## src/rtl/usb_rx_control.sv

```systemverilog
// usb_rx_control
// Receive control unit for the USB RX path. Enables the RX bit timer and shift
// register, checks the SYNC byte, writes payload bytes to the RX FIFO and flags
// packet errors (bad SYNC, partial byte at EOP, FIFO full, oversize packet,
// bit timeout).
//
// Optional feature macro: USB_RX_PID_CHECK_EN
//   Defined     : a PID state follows SYNC; the first payload byte must satisfy
//                 rcv_data[7:4] == ~rcv_data[3:0], otherwise the packet errors.
//   Not defined : the first payload byte is plain data.
//
// Ports
//   clk            in   system clock
//   rst            in   asynchronous reset, active-high
//   d_edge         in   1-cycle pulse, line transition detected
//   eop            in   level, end-of-packet (SE0) on line
//   shift_enable   in   1-cycle pulse, bit sampled into shift register
//   byte_received  in   1-cycle pulse, 8 bits assembled
//   rcv_data       in   shift register contents, valid with byte_received
//   fifo_full      in   RX FIFO cannot accept a write
//   receiving      out  enables RX timer/shift register
//   w_enable       out  1-cycle FIFO write strobe
//   w_data         out  FIFO write data
//   byte_count     out  payload bytes stored this packet
//   rcv_error      out  sticky packet error
//   packet_done    out  1-cycle pulse, packet received cleanly
//
// State      | meaning
// IDLE       | bus idle, waiting for the first line transition
// SYNC       | receiving the SYNC byte
// PID        | receiving the PID byte (USB_RX_PID_CHECK_EN only)
// DATA       | receiving payload bytes
// STORE      | one-cycle FIFO write of the byte just received
// EOP_WAIT   | SE0 seen on a byte boundary, waiting for return to J
// DONE       | one-cycle clean-packet pulse
// ERR        | packet error, waiting for eop low and a line transition
module usb_rx_control #(
  parameter int          MAX_BYTES      = 64,
  parameter logic [7:0]  SYNC_BYTE      = 8'h80,
  parameter int          TIMEOUT_CYCLES = 100
) (
  input  logic                             clk,
  input  logic                             rst,
  input  logic                             d_edge,
  input  logic                             eop,
  input  logic                             shift_enable,
  input  logic                             byte_received,
  input  logic [7:0]                       rcv_data,
  input  logic                             fifo_full,
  output logic                             receiving,
  output logic                             w_enable,
  output logic [7:0]                       w_data,
  output logic [$clog2(MAX_BYTES+1)-1:0]   byte_count,
  output logic                             rcv_error,
  output logic                             packet_done
);

  localparam int CNT_W = $clog2(MAX_BYTES + 1);
  localparam int TO_W  = $clog2(TIMEOUT_CYCLES + 1);

  typedef enum logic [2:0] {
    IDLE,
    SYNC,
    DATA,
    STORE,
    EOP_WAIT,
    DONE,
    ERR
`ifdef USB_RX_PID_CHECK_EN
    , PID
`endif
  } state_t;

  state_t          state;
  logic [2:0]      bit_cnt;
  logic [TO_W-1:0] to_cnt;
  logic            eop_pend;

  logic            to_hit;
  logic            at_max;
  logic            bad_byte;

  // The timeout fires on the cycle that would make the idle count reach
  // TIMEOUT_CYCLES, i.e. the TIMEOUT_CYCLES-th consecutive cycle without a bit.
  assign to_hit = !shift_enable && (to_cnt == TO_W'(TIMEOUT_CYCLES - 1));
  assign at_max = (byte_count == CNT_W'(MAX_BYTES));

`ifdef USB_RX_PID_CHECK_EN
  logic pid_ok;
  assign pid_ok   = (rcv_data[7:4] == ~rcv_data[3:0]);
  assign bad_byte = fifo_full || at_max || ((state == PID) && !pid_ok);
`else
  assign bad_byte = fifo_full || at_max;
`endif

  always_ff @(posedge clk or posedge rst) begin
    if (rst) begin
      state       <= IDLE;
      bit_cnt     <= '0;
      to_cnt      <= '0;
      eop_pend    <= 1'b0;
      receiving   <= 1'b0;
      w_enable    <= 1'b0;
      w_data      <= '0;
      byte_count  <= '0;
      rcv_error   <= 1'b0;
      packet_done <= 1'b0;
    end else begin
      w_enable    <= 1'b0;
      packet_done <= 1'b0;
      case (state)
        IDLE: begin
          if (d_edge) begin
            state      <= SYNC;
            receiving  <= 1'b1;
            byte_count <= '0;
            rcv_error  <= 1'b0;
            bit_cnt    <= '0;
            to_cnt     <= '0;
            eop_pend   <= 1'b0;
          end
        end
        SYNC: begin
          to_cnt <= shift_enable ? '0 : to_cnt + 1'b1;
          if (byte_received && (rcv_data == SYNC_BYTE)) begin
`ifdef USB_RX_PID_CHECK_EN
            state <= PID;
`else
            state <= DATA;
`endif
          end else if (byte_received || eop || to_hit) begin
            state     <= ERR;
            receiving <= 1'b0;
            rcv_error <= 1'b1;
          end
        end
`ifdef USB_RX_PID_CHECK_EN
        PID,
`endif
        DATA: begin
          to_cnt <= shift_enable ? '0 : to_cnt + 1'b1;
          if (shift_enable)
            bit_cnt <= bit_cnt + 1'b1;
          if (byte_received) begin
            // The byte wins over a coincident eop; eop_pend carries it to STORE.
            bit_cnt <= '0;
            w_data  <= rcv_data;
            if (bad_byte) begin
              state     <= ERR;
              receiving <= 1'b0;
              rcv_error <= 1'b1;
            end else begin
              state    <= STORE;
              w_enable <= 1'b1;
              eop_pend <= eop;
            end
          end else if (eop && (bit_cnt == 3'd0)) begin
            state     <= EOP_WAIT;
            receiving <= 1'b0;
          end else if (eop || to_hit) begin
            state     <= ERR;
            receiving <= 1'b0;
            rcv_error <= 1'b1;
          end
        end
        STORE: begin
          if (!at_max)
            byte_count <= byte_count + 1'b1;
          eop_pend <= 1'b0;
          if (eop_pend || eop) begin
            state     <= EOP_WAIT;
            receiving <= 1'b0;
          end else begin
            state <= DATA;
          end
        end
        EOP_WAIT: begin
          if (d_edge) begin
            state       <= DONE;
            packet_done <= 1'b1;
          end
        end
        DONE: begin
          state <= IDLE;
        end
        ERR: begin
          if (d_edge && !eop)
            state <= IDLE;
        end
        default: begin
          state     <= IDLE;
          receiving <= 1'b0;
        end
      endcase
    end
  end

endmodule
```

## config.mk

```make
export PLATFORM = sky130hd
export DESIGN_NAME = usb_rx_control
export DESIGN_NICKNAME = d
export VERILOG_FILES = /design/src/rtl/usb_rx_control.sv
export SDC_FILE = /design/constraint.sdc
export NUM_CORES = 1
export LEC_CHECK = 0
export ABC_AREA = 1
export CAP_MARGIN = 20
export CORE_MARGIN = 2
export CORE_UTILIZATION = 35
export CTS_CLUSTER_DIAMETER = 150
export DETAILED_ROUTE_END_ITERATION = 12
export SLEW_MARGIN = 15
export SYNTH_ARGS = -nofsm -noshare
export SYNTH_HDL_FRONTEND = slang
export SYNTH_SLANG_ARGS = --single-unit
```

## constraint.sdc

```tcl
create_clock -name clk -period 1.31 [get_ports clk]
set_input_delay 0.1965 -clock clk [delete_from_list [all_inputs] [get_ports clk]]
set_output_delay 0.1965 -clock clk [all_outputs]
set_load 0.02 [all_outputs]
```

==> results.cfg, run 1 <==
[run_status]
status = finished, violations left
violations = setup timing

[placement]
portBuffers = 33
globalplace.congestion = 0.817
dp_hpwl_um = 3380
post_dp_cell_area_um2 = 2580

[sta]
min_period_ns = 1.49
setup_violations = 32
max_slew_margin = 0.756
tightest_slew_ns = 0.365
rsz0062_at_grt = yes
hold_viol_final = 0
final_max_slew_viol_count = 0
fin_crit_sh = 1.14
whs_ns = 0.239
fmax_mhz = 672
finalSetupTns_ns = -2.56
post-route-worst-setup-slack_ns = -0.178
fin_skew_ns = 0.00614

[logic_synthesis]
ys_seq_area_frac = 0.451
synth.top_cell.area_share = 0.451
synth_cells = 245
ys_ff_latch = 33
synthesis.area_um2 = 1830
yosys-top-cells-area = dfrtp_1 (45%), nand2_1 (16%), inv_1 (6.6%)
syn-num-nets = 265
synth_cell_type_count = 24
syn_avg_cell_area_um2 = 7.47
ys.warnings.count = 0
yosysTopAreaCell = dfrtp_1

[cts]
cts_buffers = 5
clkLatencyLatePin_ns = 0.29
clockBufferDepth = 2
cts_tree = built
cts_root_buf = clkbuf_8
cts.hold.buffers_added = 0
cts.sinks = 33
path_clk_slew_ns = 0.07
htree_levels = 2

[grt]
grt_pass1_wl_um = 8590
grt_start_max_net_pins = 34
first_global_vias = 1899
grt_antenna_before_repair = 0
grt-ovfl-total = 0
track_usage = 0.181

[detailed_routing]
routed_wl_um = 5400
route.detailed.drc = 0
wl_per_cell_um = 13.1
dr.pass1.iters = 4
vias = 1958
via_per_inst = 4.75
drtIter0Drc = 99
ant_nets = 0

[worst_setup_path]
end_kind = flop
reg2reg_slack_ns = -0.18
crit_required_ns = 1.49
worstSetupPathType = flop to flop
r2r_cells = 8
crit_path_start_kind = flop
crit_path_max_fanout = 6
arrival_ns = 1.66

[finish]
nFillCells = 445
final_cell_mix = nand2_1 (54), buf_4 (41), dfrtp_1 (28)
regArea_um2 = 832
final_common_cell = nand2_1
area_growth_pct = 69.2
antennaDiodeCount = 0
utilization = 0.610
fin_area_um2 = 3100
final_nets = 361
drive_gt1_frac = 0.401
multi_input_area_um2 = 1150

[floorplanning]
start_util = 0.361
io_pins = 34
core_um2 = 5070
die_h_um = 76.3
die_area_um2 = 5820
fp.dieW_um = 76.3
num_rows = 26

[power_and_ir_drop]
powerDensity_nw_per_um2 = 1810
p_leak_nw = 1.53
ir_drop_mv = 1.02

[run]
drv_cap = 0

[min_path]
min_path_type = input pin to asynchronous set/reset pin
through the flow:
stage,instances,setup WS (ns),power [W]
after floorplan,245,-0.131,0.00277
after detailed placement,391,-0.234,0.00389
final,412,-0.178,0.00561
after global placement,391,-0.260,0.00386
after global routing,412,-0.256,0.00599
after CTS,410,-0.108,0.00522
kinds of logic (layout without fill, tap and decap cells):
| group | after synthesis | count (layout) | synth area share |
|---|---|---|---|
| buffers and inverters | 37 | 133 | 0.0841 |
| flip-flops | 33 | 33 | 0.451 |
| AND/OR/NAND/NOR | 138 | 138 | 0.327 |
| AO/OA/AOI/OAI | 28 | 29 | 0.0841 |
| XOR/XNOR | 4 | 4 | 0.0191 |
| adder cells (fa/ha/maj) | 5 | 5 | 0.0342 |
critical path, stage by stage (launching register included):
cell,delay (ns)
dfrtp_2,0.51
buf_4,0.16
inv_1,0.04
o21ai_0,0.15
nand3_1,0.17
nand2_2,0.13
nor2_4,0.05
o21ai_1,0.09
nand2_1,0.07
Yosys cell counts:
| cell type | instances |
|---|---|
| a21oi_1 | 4 |
| a22oi_1 | 1 |
| a31oi_1 | 1 |
| buf_6 | 2 |
| dfrtp_1 | 33 |
| ha_1 | 5 |
| inv_1 | 32 |
| inv_2 | 3 |
| nand2_1 | 77 |
| nand2_2 | 2 |
| nand3_1 | 20 |
| nand3_2 | 3 |
| nand4_1 | 7 |
| nor2_1 | 24 |
| nor2_2 | 1 |
| nor2_4 | 1 |
| nor3_1 | 2 |
| nor4_1 | 1 |
| o21a_2 | 1 |
| o21ai_0 | 12 |
| o21ai_1 | 5 |
| o22ai_1 | 3 |
| o31ai_1 | 1 |
| xor2_1 | 4 |
where the power goes:
| group | internal [W] | total, W | switching (W) | leakage (nW) |
|---|---|---|---|---|
| logic | 0.00155 | 0.00332 | 0.00177 | 1.05 |
| clock network | 0.000368 | 0.000752 | 0.000384 | 0.0450 |
| registers | 0.00129 | 0.00154 | 0.000243 | 0.434 |
| total | 0.00321 | 0.00561 | 0.00240 | 1.53 |
routing by layer:
layer,track usage,share of wire,up-vias
li1,-,-,974
met2,0.319,0.52,41
met4,0.0436,0.016,0
met3,0.0415,0.037,7
met5,0,0,-
met1,0.224,0.43,936
flip-flops by register name (all words and copies together) (netlist names):
register and count:
to_cnt 7, byte_count 7, packet_done 1, receiving 1, w_data 8, w_enable 1, state 3, bit_cnt 3
rcv_error 1, eop_pend 1
final timing paths:
check / startpoint / to
worst max-delay path: state[1] / state[0]
worst min-delay path: rst / byte_count[6]
worst max register to register: state[1] / state[0]
worst min register to register: w_data[7] / w_data[7]
max in group asynchronous: rst / byte_count[1]
min in group clk: rcv_data[1] / w_data[1]
layout make-up:
type	count	area share
Sequential cell	33	0.269
Clock buffer	6	0.0234
Multi-Input combinational cell	176	0.370
Clock inverter	2	0.00323
Inverter	35	0.0456
Timing Repair Buffer	90	0.261
Tap cell	70	0.0283
repair_timing:
action | in CTS | in global routing
setup endpoints to repair | 50 | 32
pin swaps | 28 | 17
resized for setup | 91 | 39
gates cloned | 1 | 0
setup buffers | 10 | 3
No activity file was read; power rests on OpenSTA's default activity.
==> inputs of run 2 (changes only) <==
--- a/config.mk
+++ b/config.mk
@@ -11,6 +11,7 @@
 export CORE_UTILIZATION = 35
 export CTS_CLUSTER_DIAMETER = 150
 export DETAILED_ROUTE_END_ITERATION = 12
+export MAX_ROUTING_LAYER = met4
 export SLEW_MARGIN = 15
 export SYNTH_ARGS = -nofsm -noshare
 export SYNTH_HDL_FRONTEND = slang
==> run 2 against run 1 <==
Against the previous run:
- the flow still finishes with violations (setup timing)
- register-to-register slack about the same
- non-clock buffer count unchanged
- final cell count unchanged
- sequential share of layout area unchanged
- hold slack about the same
- maximum frequency increased by 0.23%
- combinational power about the same
- global-route usage increased by 0.52 points
- critical path depth unchanged
- clock power about the same
- first-iteration DRC count decreased by 19%
- critical path type unchanged
==> results.cfg, run 2 (synthesis results as in run 1) <==
[run_status]
status = finished, violations left
violations = setup timing

[placement]
portBuffers = 33
dp_slack_ns = -0.234
dp_hpwl_um = 3380
post_dp_cell_area_um2 = 2580
globalplace.congestion = 0.830

[cts]
cts_buffers = 5
cts_tree = built
htree_levels = 2
cts.sinks = 33
clkLatencyLatePin_ns = 0.29
cts_root_buf = clkbuf_8
path_clk_slew_ns = 0.07
cts.hold.buffers_added = 0
clockBufferDepth = 2

[power_and_ir_drop]
finalPower_w = 0.00561
p_leak_nw = 1.53
ir_drop_mv = 1.02
powerDensity_nw_per_um2 = 1810

[worst_setup_path]
cp_top_family = flip-flops
arrival_ns = 1.66
crit_required_ns = 1.49
worstSetupPathType = flop to flop
end_kind = flop
crit_buf_inv = 2
cpMaxStageDelayCell = dfrtp_2
cp_cell_sequence = buf_4 > inv_1 > o21ai_0 > nand3_1 > nand2_2 > nor2_4 > o21ai_1 > nand2_1
critPathMaxStageDelay_ns = 0.51
crit_path_start_kind = flop
crit_path_max_fanout = 6

[sta]
setup_violations = 32
fmax_mhz = 674
post-route-worst-setup-slack_ns = -0.175
tightest_slew_ns = 0.366
fin_skew_ns = 0.00535
rsz0062_at_grt = yes
fin_crit_sh = 1.13
final_max_slew_viol_count = 0
max_slew_margin = 0.755
min_period_ns = 1.48
hold_viol_final = 0
finalSetupTns_ns = -2.43

[floorplanning]
die_area_um2 = 5820
num_rows = 26
die_h_um = 76.3
start_util = 0.361
core_um2 = 5070
fp.dieW_um = 76.3
io_pins = 34

[run]
drv_cap = 0

[finish]
max_flop_register = w_data
drive_gt1_frac = 0.401
final_cell_mix = nand2_1 (54), buf_4 (41), dfrtp_1 (28)
area_growth_pct = 69.2
final_nets = 361
fin_area_um2 = 3100
final_common_cell = nand2_1
largest_reg_flops = 8
antennaDiodeCount = 0
utilization = 0.610
reg_top3 = w_data (8), byte_count (7), to_cnt (7)

[grt]
grt_pass1_wl_um = 8590
grt_start_max_net_pins = 34
grt-ovfl-total = 0
first_global_vias = 1899
track_usage = 0.186
grt_antenna_before_repair = 0

[detailed_routing]
drtIter0Drc = 80
dr.pass1.iters = 4
ant_nets = 0
via_per_inst = 4.74
routed_wl_um = 5390
route.detailed.drc = 0
wl_per_cell_um = 13.1
vias = 1953

[min_path]
min_path_type = input pin to asynchronous set/reset pin
[run 2: through the flow]
| stage | std cells | hold WS (ns) |
|---|---|---|
| floorplan | 245 | 0.313 |
| global placement | 391 | 0.454 |
| detailed placement | 391 | 0.457 |
| CTS | 410 | 0.255 |
| global route | 412 | 0.288 |
| finish | 412 | 0.239 |
[run 2: report_power, final]
group	switching, W	leakage [nW]	internal (W)
registers	0.000243	0.434	0.00129
logic	0.00177	1.05	0.00155
clock network	0.000387	0.0450	0.000368
total	0.00240	1.53	0.00321
[run 2: tightest hold or removal path: stages]
cell and delay [ns]:
clkdlybuf4s50_1 0.39, inv_1 0.09, buf_12 0.21
[run 2: layer usage]
layer,GRT usage,vias to the layer above,part of all wire
li1,-,975,-
met1,0.224,927,0.43
met2,0.319,44,0.52
met3,0.0415,7,0.037
met4,0.0436,0,0.016
met5,-,-,0
[run 2: final cells by class]
type	count	area [µm²]
well taps	70	87.6
clock inverters	2	10.0
clock buffers	6	72.6
multi-input cells	176	1150
repair buffers	90	808
inverters	35	141
fillers	445	1980
flip-flops and latches	33	832
[run 2: path summary, 6_finish.rpt]
kind / from / to / slack (ns) / depth (start not counted)
worst max-delay path: state[1] / state[0] / -0.17 / 8
worst min register to register: w_data[7] / w_data[7] / 0.47 / 2
min in group clk: rcv_data[1] / w_data[1] / 0.47 / 3
worst min-delay path: rst / byte_count[6] / 0.24 / 3
max in group asynchronous: rst / byte_count[1] / 0.88 / 3
worst max register to register: state[1] / state[0] / -0.17 / 8
[run 2: what timing repair did]
item / in CTS / in global routing
resized for setup: 91 / 39
hold endpoints to repair: 0 / 0
cloned: 1 / 0
pin swaps: 28 / 17
buffers inserted: 10 / 3
setup endpoints to repair: 50 / 32
==> inputs of run 3 (changes only) <==
--- a/config.mk
+++ b/config.mk
@@ -8,10 +8,11 @@
 export ABC_AREA = 1
 export CAP_MARGIN = 20
 export CORE_MARGIN = 2
-export CORE_UTILIZATION = 35
+export CORE_UTILIZATION = 47
 export CTS_CLUSTER_DIAMETER = 150
 export DETAILED_ROUTE_END_ITERATION = 12
 export MAX_ROUTING_LAYER = met4
+export PLACE_DENSITY = 0.76
 export SLEW_MARGIN = 15
 export SYNTH_ARGS = -nofsm -noshare
 export SYNTH_HDL_FRONTEND = slang
==> run 3 against run 2 <==
Against the previous run:
- the flow still finishes with violations (setup timing)
- sequential cell count unchanged
- power increased by 13%
- critical path depth increased by 1
- critical endpoint is now rcv_error
- largest cell class unchanged
==> results.cfg, run 3 (synthesis results as in run 1) <==
[worst_setup_path]
crit_path_max_fanout = 4
end_kind = flop
crit_path_start_kind = flop
reg2reg_slack_ns = -0.20
crit_buf_inv = 2
worstReg2RegEnd = rcv_error
crit_required_ns = 1.51
r2r_start = state[0]
cp_top_family = simple AND/OR/NAND/NOR gates
r2r_cells = 9
critPathMaxStageDelay_ns = 0.49
arrival_ns = 1.70
worstSetupPathType = flop to flop
cp_cell_sequence = inv_2 > nor2_4 > nand2_4 > inv_4 > nand3_1 > nand2_4 > nor2_4 > nand3_1 > nand2_1
cpMaxStageDelayCell = dfrtp_2

[sta]
tightest_slew_ns = 0.297
fin_skew_ns = 0.0133
setup_violations = 32
min_period_ns = 1.51
fmax_mhz = 664
post-route-worst-setup-slack_ns = -0.195
fin_crit_sh = 1.15
max_slew_margin = 0.800
rsz0062_at_grt = yes
final_max_slew_viol_count = 0
hold_viol_final = 0

[cts]
cts_tree = built
cts_root_buf = clkbuf_8
cts.hold.buffers_added = 0
clkLatencyLatePin_ns = 0.30
cts.sinks = 33
cts_buffers = 5
path_clk_slew_ns = 0.08
clockBufferDepth = 2
htree_levels = 2

[grt]
grt_start_max_net_pins = 34
grt_antenna_before_repair = 0
first_global_vias = 2086
track_usage = 0.300
grt_pass1_wl_um = 9560
grt-ovfl-total = 0

[finish]
area_growth_pct = 72.3
largest_reg_flops = 8
final_nets = 356
max_flop_register = w_data
reg_top3 = w_data (8), byte_count (7), to_cnt (7)
final_cell_mix = nand2_1 (49), buf_4 (39), dfrtp_1 (29)
antennaDiodeCount = 0
nFillCells = 187
final_common_cell = nand2_1
drive_gt1_frac = 0.439
fin_area_um2 = 3150

[min_path]
min_path_type = input pin to asynchronous set/reset pin

[power_and_ir_drop]
swShare = 0.447
seq_power_share = 0.242
powerDensity_nw_per_um2 = 2000
p_sw_w = 0.00282
p_comb_frac = 0.597
power.internal_w = 0.00350
p_leak_nw = 1.56
finalPower_w = 0.00632
power.share.clock = 0.161
ir_drop_mv = 1.43

[placement]
post_dp_cell_area_um2 = 2500
portBuffers = 33
globalplace.congestion = 0.929
dp_hpwl_um = 3330

[run_status]
violations = setup timing
status = finished, violations left

[floorplanning]
die_area_um2 = 4410
start_util = 0.493
core_um2 = 3720
num_rows = 22
die_h_um = 66.4
fp.dieW_um = 66.4
io_pins = 34

[detailed_routing]
routed_wl_um = 7350
vias = 2248
dr.pass1.iters = 5
route.detailed.drc = 0
ant_nets = 0
wl_per_cell_um = 19.1
via_per_inst = 5.84
drtIter0Drc = 218

[run]
drv_cap = 0
## run 3: cell count changes in the layout (fill, tap and decap cells not counted), sizes merged
cell and change:
clkinvlp +1, clkinv -1, clkbuf -1, bufinv +1, clkdlybuf4s15 -2, buf -3
## run 3: how the worst max path moves through the flow
stage                   from       endpoint  slack, ns  depth (start not counted)
4_1_cts        byte_count[0]  byte_count[2]      -0.08                          8
3_5_place_dp   byte_received       state[0]      -0.24                          8
6_report            state[0]      rcv_error      -0.20                          9
3_3_place_gp   byte_received       state[0]      -0.18                          8
5_1_grt            to_cnt[4]      rcv_error      -0.26                         10
2_1_floorplan  byte_count[0]  byte_count[6]      -0.13                          9
## run 3: stage by stage
stage          hold WS (ns)  setup TNS, ns  worst slack [ns]   util  std cells
2_1_floorplan         0.313         -0.864            -0.131      -        245
3_3_place_gp          0.452          -3.31            -0.180  0.672        360
3_5_place_dp          0.458          -4.03            -0.237  0.672        360
4_1_cts               0.250         -0.853           -0.0829  0.774        379
5_1_grt               0.280          -4.69            -0.265  0.849        385
6_report              0.244          -3.07            -0.195  0.849        385
## run 3: timing repair
| action | in CTS | in global routing |
|---|---|---|
| endpoints found under the setup margin | 50 | 34 |
| pin swaps | 15 | 27 |
| gates resized for setup | 79 | 73 |
| cloned | 1 | 0 |
| setup buffers | 10 | 6 |
## run 3: worst reg2reg max path: cells and delay by family, from the launching register on
kind | cells | cell delay, ns
buffers and inverters | 2 | 0.19
flip-flops | 1 | 0.49
AND/OR/NAND/NOR | 7 | 0.73
## run 3: metal layers
layer | vias up | global-route usage | part of all wire
li1 | 978 | - | -
met5 | - | - | 0
met4 | 0 | 0.161 | 0.050
met2 | 157 | 0.500 | 0.50
met3 | 35 | 0.0681 | 0.069
met1 | 1078 | 0.334 | 0.38
## run 3: layout make-up
cell class | instances | area, µm² | share of cell area
multi-input cells | 176 | 1250 | 0.395
repair buffers | 85 | 756 | 0.240
flip-flops and latches | 33 | 831 | 0.263
well taps | 48 | 60.1 | 0.0190
clock inverters | 3 | 46.3 | 0.0147
inverters | 35 | 146 | 0.0464
clock buffers | 5 | 68.8 | 0.0218
## run 3: power groups by stage
stage | Sequential, W | Clock, W | Combinational, W
detailed placement | 0.00147 | 0 | 0.00234
floorplan | 0.00168 | 0 | 0.00109
global route | 0.00155 | 0.00105 | 0.00398
global placement | 0.00146 | 0 | 0.00231
CTS | 0.00149 | 0.000997 | 0.00292
finish | 0.00153 | 0.00102 | 0.00377
